**src/rtl/video_pkg.sv**
```systemverilog
// Shared types and constants for the video source selector: RGB444 geometry,
// selector FSM states and a channel-slice helper.
package video_pkg;

    localparam int RGB_CHAN_W  = 4;
    localparam int COLOR_W_DEF = 3 * RGB_CHAN_W;

    typedef enum logic [1:0] {
        ST_IDLE,
        ST_PENDING,
        ST_FADING
    } mux_state_t;

    function automatic logic [RGB_CHAN_W-1:0] rgb_channel(
        input logic [COLOR_W_DEF-1:0] color,
        input int unsigned            idx
    );
        return color[idx*RGB_CHAN_W +: RGB_CHAN_W];
    endfunction

endpackage

```
**src/rtl/color_lerp.sv**
```systemverilog
// Combinational linear blend of one colour channel: (a*(S-k) + b*k) >> FADE_LOG2.
// With k=0 the result is exactly a; the shift truncates.
module color_lerp
    import video_pkg::*;
#(
    parameter int CW        = RGB_CHAN_W,
    parameter int FADE_LOG2 = 4
) (
    input  logic [CW-1:0]        a,
    input  logic [CW-1:0]        b,
    input  logic [FADE_LOG2-1:0] k,
    output logic [CW-1:0]        y
);

    localparam int                 PW    = CW + FADE_LOG2 + 1;
    localparam logic [FADE_LOG2:0] SCALE = {1'b1, {FADE_LOG2{1'b0}}};

    logic [FADE_LOG2:0] w_nxt;
    logic [FADE_LOG2:0] w_cur;
    logic [PW-1:0]      sum;

    always_comb begin
        w_nxt = {1'b0, k};
        w_cur = SCALE - w_nxt;
        sum   = PW'(a) * PW'(w_cur) + PW'(b) * PW'(w_nxt);
        y     = CW'(sum >> FADE_LOG2);
    end

endmodule

```
**src/rtl/video_source_mux.sv**
```systemverilog
// Frame-synchronous N-input pixel source selector with optional crossfade.
// Two-stage pipeline: stage 1 picks current/next pixels, stage 2 blends them.
module video_source_mux
    import video_pkg::*;
#(
    parameter int NUM_SRC   = 4,
    parameter int COLOR_W   = COLOR_W_DEF,
    parameter int FADE_LOG2 = 4,
    parameter int SEL_W     = $clog2(NUM_SRC)
) (
    input  logic                       clk,
    input  logic                       rst_n,
    input  logic [NUM_SRC*COLOR_W-1:0] src_color,
    input  logic                       de,
    input  logic                       frame_start,
    input  logic [SEL_W-1:0]           select,
    input  logic                       fade_en,
    output logic [COLOR_W-1:0]         vga_color,
    output logic                       de_o,
    output logic [SEL_W-1:0]           active_sel,
    output logic                       busy
);

    localparam int                   CW        = COLOR_W / 3;
    localparam logic [SEL_W:0]       SRC_LIMIT = (SEL_W+1)'(NUM_SRC);
    localparam logic [FADE_LOG2-1:0] K_LAST    = '1;
    localparam logic [FADE_LOG2-1:0] K_ONE     = FADE_LOG2'(1);

    mux_state_t           state, state_nxt;
    logic [SEL_W-1:0]     next_sel, next_sel_nxt, active_sel_nxt, target;
    logic [FADE_LOG2-1:0] k, k_nxt;
    logic                 sel_valid;

    logic [COLOR_W-1:0]   src_arr [NUM_SRC];
    logic [COLOR_W-1:0]   cur_px, nxt_px, blend_px;
    logic                 de_s1;

    for (genvar i = 0; i < NUM_SRC; i++) begin : g_src
        assign src_arr[i] = src_color[i*COLOR_W +: COLOR_W];
    end

    assign sel_valid = {1'b0, select} < SRC_LIMIT;

    always_ff @(posedge clk) begin
        if (!rst_n) begin
            state      <= ST_IDLE;
            active_sel <= '0;
            next_sel   <= '0;
            k          <= '0;
        end else begin
            state      <= state_nxt;
            active_sel <= active_sel_nxt;
            next_sel   <= next_sel_nxt;
            k          <= k_nxt;
        end
    end

    // A pending request follows select until the frame boundary; once fading, the target is frozen.
    always_comb begin
        state_nxt      = state;
        next_sel_nxt   = next_sel;
        active_sel_nxt = active_sel;
        k_nxt          = k;
        target         = next_sel;
        case (state)
            ST_IDLE: begin
                if (sel_valid && (select != active_sel)) begin
                    state_nxt    = ST_PENDING;
                    next_sel_nxt = select;
                end
            end
            ST_PENDING: begin
                if (sel_valid) target = select;
                if (select == active_sel) begin
                    state_nxt = ST_IDLE;
                end else begin
                    next_sel_nxt = target;
                    if (frame_start) begin
                        if (fade_en) begin
                            state_nxt = ST_FADING;
                            k_nxt     = K_ONE;
                        end else begin
                            active_sel_nxt = target;
                            state_nxt      = ST_IDLE;
                        end
                    end
                end
            end
            ST_FADING: begin
                if (frame_start) begin
                    if (k == K_LAST) begin
                        active_sel_nxt = next_sel;
                        k_nxt          = '0;
                        state_nxt      = ST_IDLE;
                    end else begin
                        k_nxt = k + K_ONE;
                    end
                end
            end
            default: state_nxt = ST_IDLE;
        endcase
    end

    always_comb begin
        busy = (state != ST_IDLE);
    end

    for (genvar c = 0; c < 3; c++) begin : g_lerp
        color_lerp #(
            .CW       (CW),
            .FADE_LOG2(FADE_LOG2)
        ) u_lerp (
            .a(cur_px[c*CW +: CW]),
            .b(nxt_px[c*CW +: CW]),
            .k(k),
            .y(blend_px[c*CW +: CW])
        );
    end

    // Blanking forces black so downstream never sees stale pixels outside active video.
    always_ff @(posedge clk) begin
        if (!rst_n) begin
            cur_px    <= '0;
            nxt_px    <= '0;
            de_s1     <= 1'b0;
            vga_color <= '0;
            de_o      <= 1'b0;
        end else begin
            cur_px    <= src_arr[active_sel];
            nxt_px    <= src_arr[next_sel];
            de_s1     <= de;
            de_o      <= de_s1;
            vga_color <= de_s1 ? blend_px : '0;
        end
    end

endmodule
```
**config.mk**
```make
export PLATFORM = sky130hd
export DESIGN_NAME = video_source_mux
export DESIGN_NICKNAME = d
export VERILOG_FILES = /design/src/rtl/video_pkg.sv /design/src/rtl/color_lerp.sv /design/src/rtl/video_source_mux.sv
export SDC_FILE = /design/constraint.sdc
export NUM_CORES = 1
export LEC_CHECK = 0
export ABC_AREA = 1
export BUFFER_PORTS_ARGS = -buffer_cell sky130_fd_sc_hd__clkbuf_2
export CORE_ASPECT_RATIO = 0.75
export CORE_MARGIN = 1.5
export CORE_UTILIZATION = 31
export DETAILED_ROUTE_END_ITERATION = 7
export SYNTH_ARGS = -nofsm -noshare
export SYNTH_HDL_FRONTEND = slang
export SYNTH_SLANG_ARGS = --single-unit
```
**constraint.sdc**
```tcl
create_clock -name clk -period 10.6 [get_ports clk]
set_clock_uncertainty 0.1 [all_clocks]
set_input_delay 2.65 -clock clk [delete_from_list [all_inputs] [get_ports clk]]
set_output_delay 2.65 -clock clk [all_outputs]
set_load 0.1 [all_outputs]
```
==> flow_metrics.tcl <==
set metrics [dict create \
    vias 5034 \
    gp_congestion 0.784 \
    cts_hold_buf 0 \
    ys_seq_area_share_pct 16.6 \
    multi_input_area_um2 3790 \
    synth-compound-area-share_pct 13.2 \
    nFillCells 1968 \
    dr.pass1.iters 5 \
    async_flop_share_pct 0 \
    yosysWarnings 0 \
    finalSetupViolCount 0 \
    synth_most_common_cell "inv_1" \
    io_buffers 70 \
    final_core_util_pct 35.4 \
    cap_violations 0 \
    gr-total-overflow 0 \
    post_cts_buffers 0 \
    htreeDepth 2 \
    synth_top_cell_by_area "fa_1" \
    first_iter_violations 238 \
    fmax_mhz 202 \
    die_area_um2 19500 \
    seq_area_um2 962 \
    syn_area_per_cell_um2 6.83 \
    first_global_vias 5091 \
    relSlewSlack_pct 30.5 \
    synth_fa_ha_area_share_pct 30.6 \
    cts_buffers 5 \
    crit_required_ns 10.69 \
    cts.sinks 48 \
    worst_ep_arrival_time_ns 5.04 \
    power.switching_uw 279 \
    power_leakage_uw 0.00367 \
    yosys-top-cells-count "inv_1 (223), nand2_1 (177), nor2_1 (76), a21oi_1 (69), fa_1 (57)" \
    initial_core_util_pct 31.5 \
    synth_xor_area_share_pct 1.67 \
    wl_mm 13.4 \
    drt-wirelength-per-cell_um 11.7 \
    drc 0 \
    synth_top_area_share_pct 19.8 \
    die_width_um 161 \
    power.density_nw_per_um2 108 \
    fin_nets 1059 \
    startpoint "k[1]" \
    grt_max_degree 52 \
    synth_mux_area_share_pct 0 \
    reg2regPathDepth 16 \
    cp-start-kind "flop" \
    clkPwrFrac_pct 31.1 \
    grt_pass1_wl_mm 23.9 \
    yosys.area_share.simple_pct 20.1 \
    p_seq_share_pct 33.3 \
    synth_cells 846 \
    outcome "finished clean" \
    p_sw_share_pct 39.7 \
    share_comb_of_total_power_pct 35.5 \
    root_buffer "clkbuf_16" \
    syn_area_um2 5770 \
    io_pins 71 \
    rows 43 \
    min_period_over_period_pct 46.6 \
    holdPathStages 2 \
    hp-class "reg2reg" \
    end_kind "flop" \
    synth_seq_cells 48 \
    hp-start "k[2]" \
    crit_fanout 16 \
    grt_antenna_before_repair 0 \
    path_clk_slew_ns 0.08 \
    clock_path_buffers 2 \
    fin_crit_ns 4.94 \
    diodes 0 \
    viasPerCell 4.40 \
    area_delta_synth_final_pct 12.6 \
    drv_slew 0 \
    synth_cell_types 28 \
    synth-edff-count 0 \
    synth_top_family_by_area "adder cells" \
    drive_gt1_share_pct 11.6 \
    finalHoldViolations 0 \
    syn_nets 1008 \
    reg2reg_from "k[1]" \
    hpwlAfterDp_mm 10.7 \
    die_h_um 121 \
    detail-route-antenna-nets 0 \
    core_region_area_um2 18300 \
    worstMarginPinSlew_ns 1.04 \
    yosys-top-cells-area "fa_1 (20%), dfxtp_1 (17%), inv_1 (14%)" \
    track_usage_pct 15.1 \
    crit_type "reg2reg" \
    setup-tns-final_ns 0 \
    internal_power_uw 423 \
    cts_tree "done" \
    postCtsResizedCells 0 \
    rsz0062_at_grt "false" \
    ys.flop_type "dfxtp_1" \
    clkLatencyLatePin_ns 0.30 \
    peakVddDrop_mv 0.0582 \
]
==> worst max-delay path, stage by stage (launching register included) <==
cell and delay [ns]:
dfxtp_1 0.68, inv_1 0.13, ha_1 0.62, nand2_1 0.15, fa_1 0.47, fa_1 0.49, inv_1 0.06, fa_1 0.53
inv_1 0.06, fa_1 0.54, inv_1 0.05, ha_1 0.28, nand4_1 0.09, o21bai_1 0.27, nand2_1 0.11, a21oi_1 0.14
nor2_1 0.06
==> metrics by stage <==
stage	cell area, um^2	hold slack [ns]	cells	power, uW	setup WS, ns
6_report	6500	0.504	1145	701	5.66
5_1_grt	6500	0.549	1145	756	5.32
4_1_cts	6500	0.498	1145	710	5.64
3_5_place_dp	6310	0.487	1137	489	5.69
3_3_place_gp	6310	0.500	1137	486	5.83
2_1_floorplan	5770	0.359	846	427	6.22
==> cell usage in the layout (no fill, tap or decap), types with 25 or more instances in the layout <==
master    netlist  final
fa_1           57     57
nor2_1         76     76
ha_1           50     50
dfxtp_1        48     47
a21oi_1        69     69
o21ai_0        37     37
clkbuf_2        0     70
o211ai_1       25     25
nand2_1       177    177
inv_1         223    223
==> per-layer routing <==
metal,global-route usage (%),wire length [um],vias to the layer above
li1,-,-,2637
met1,20.3,6390,2288
met2,26.2,6160,96
met3,2.12,648,13
met4,2.69,175,0
met5,0,0,-
==> state kept, by name (all words and copies together) (netlist names) <==
register    cells
de_s1           1
nxt_px         12
state           2
de_o            1
active_sel      2
cur_px         12
k               4
next_sel        2
vga_color      12
==> power groups by stage <==
stage	logic, uW	clock network (uW)	registers (uW)
final	249	218	234
after global routing	288	229	239
after floorplan	188	0	239
after CTS	252	224	234
after detailed placement	250	0	239
after global placement	248	0	239
==> cell type report <==
type / instances / share of cell area, %
multi-input cells: 538 / 58.2
inverters: 228 / 13.2
well taps: 247 / 4.75
clock buffers: 5 / 1.92
repair buffers: 76 / 6.08
clock inverters: 3 / 1.06
flip-flops and latches: 48 / 14.8
==> worst paths after layout <==
path / end / slack (ns)
max: vga_color[2] / 5.66
min: k[2] / 0.50
max reg2reg: vga_color[2] / 5.66
min reg2reg: k[2] / 0.50
==> logic make-up after synthesis <==
logic type | count (synthesis)
and+or+nand+nor | 286
buffers and inverters | 260
AOI/OAI and AO/OA | 137
adders and majority gates | 107
DFF | 48
xor gates and xnor gates | 8
(Power assumes the default switching activity.)
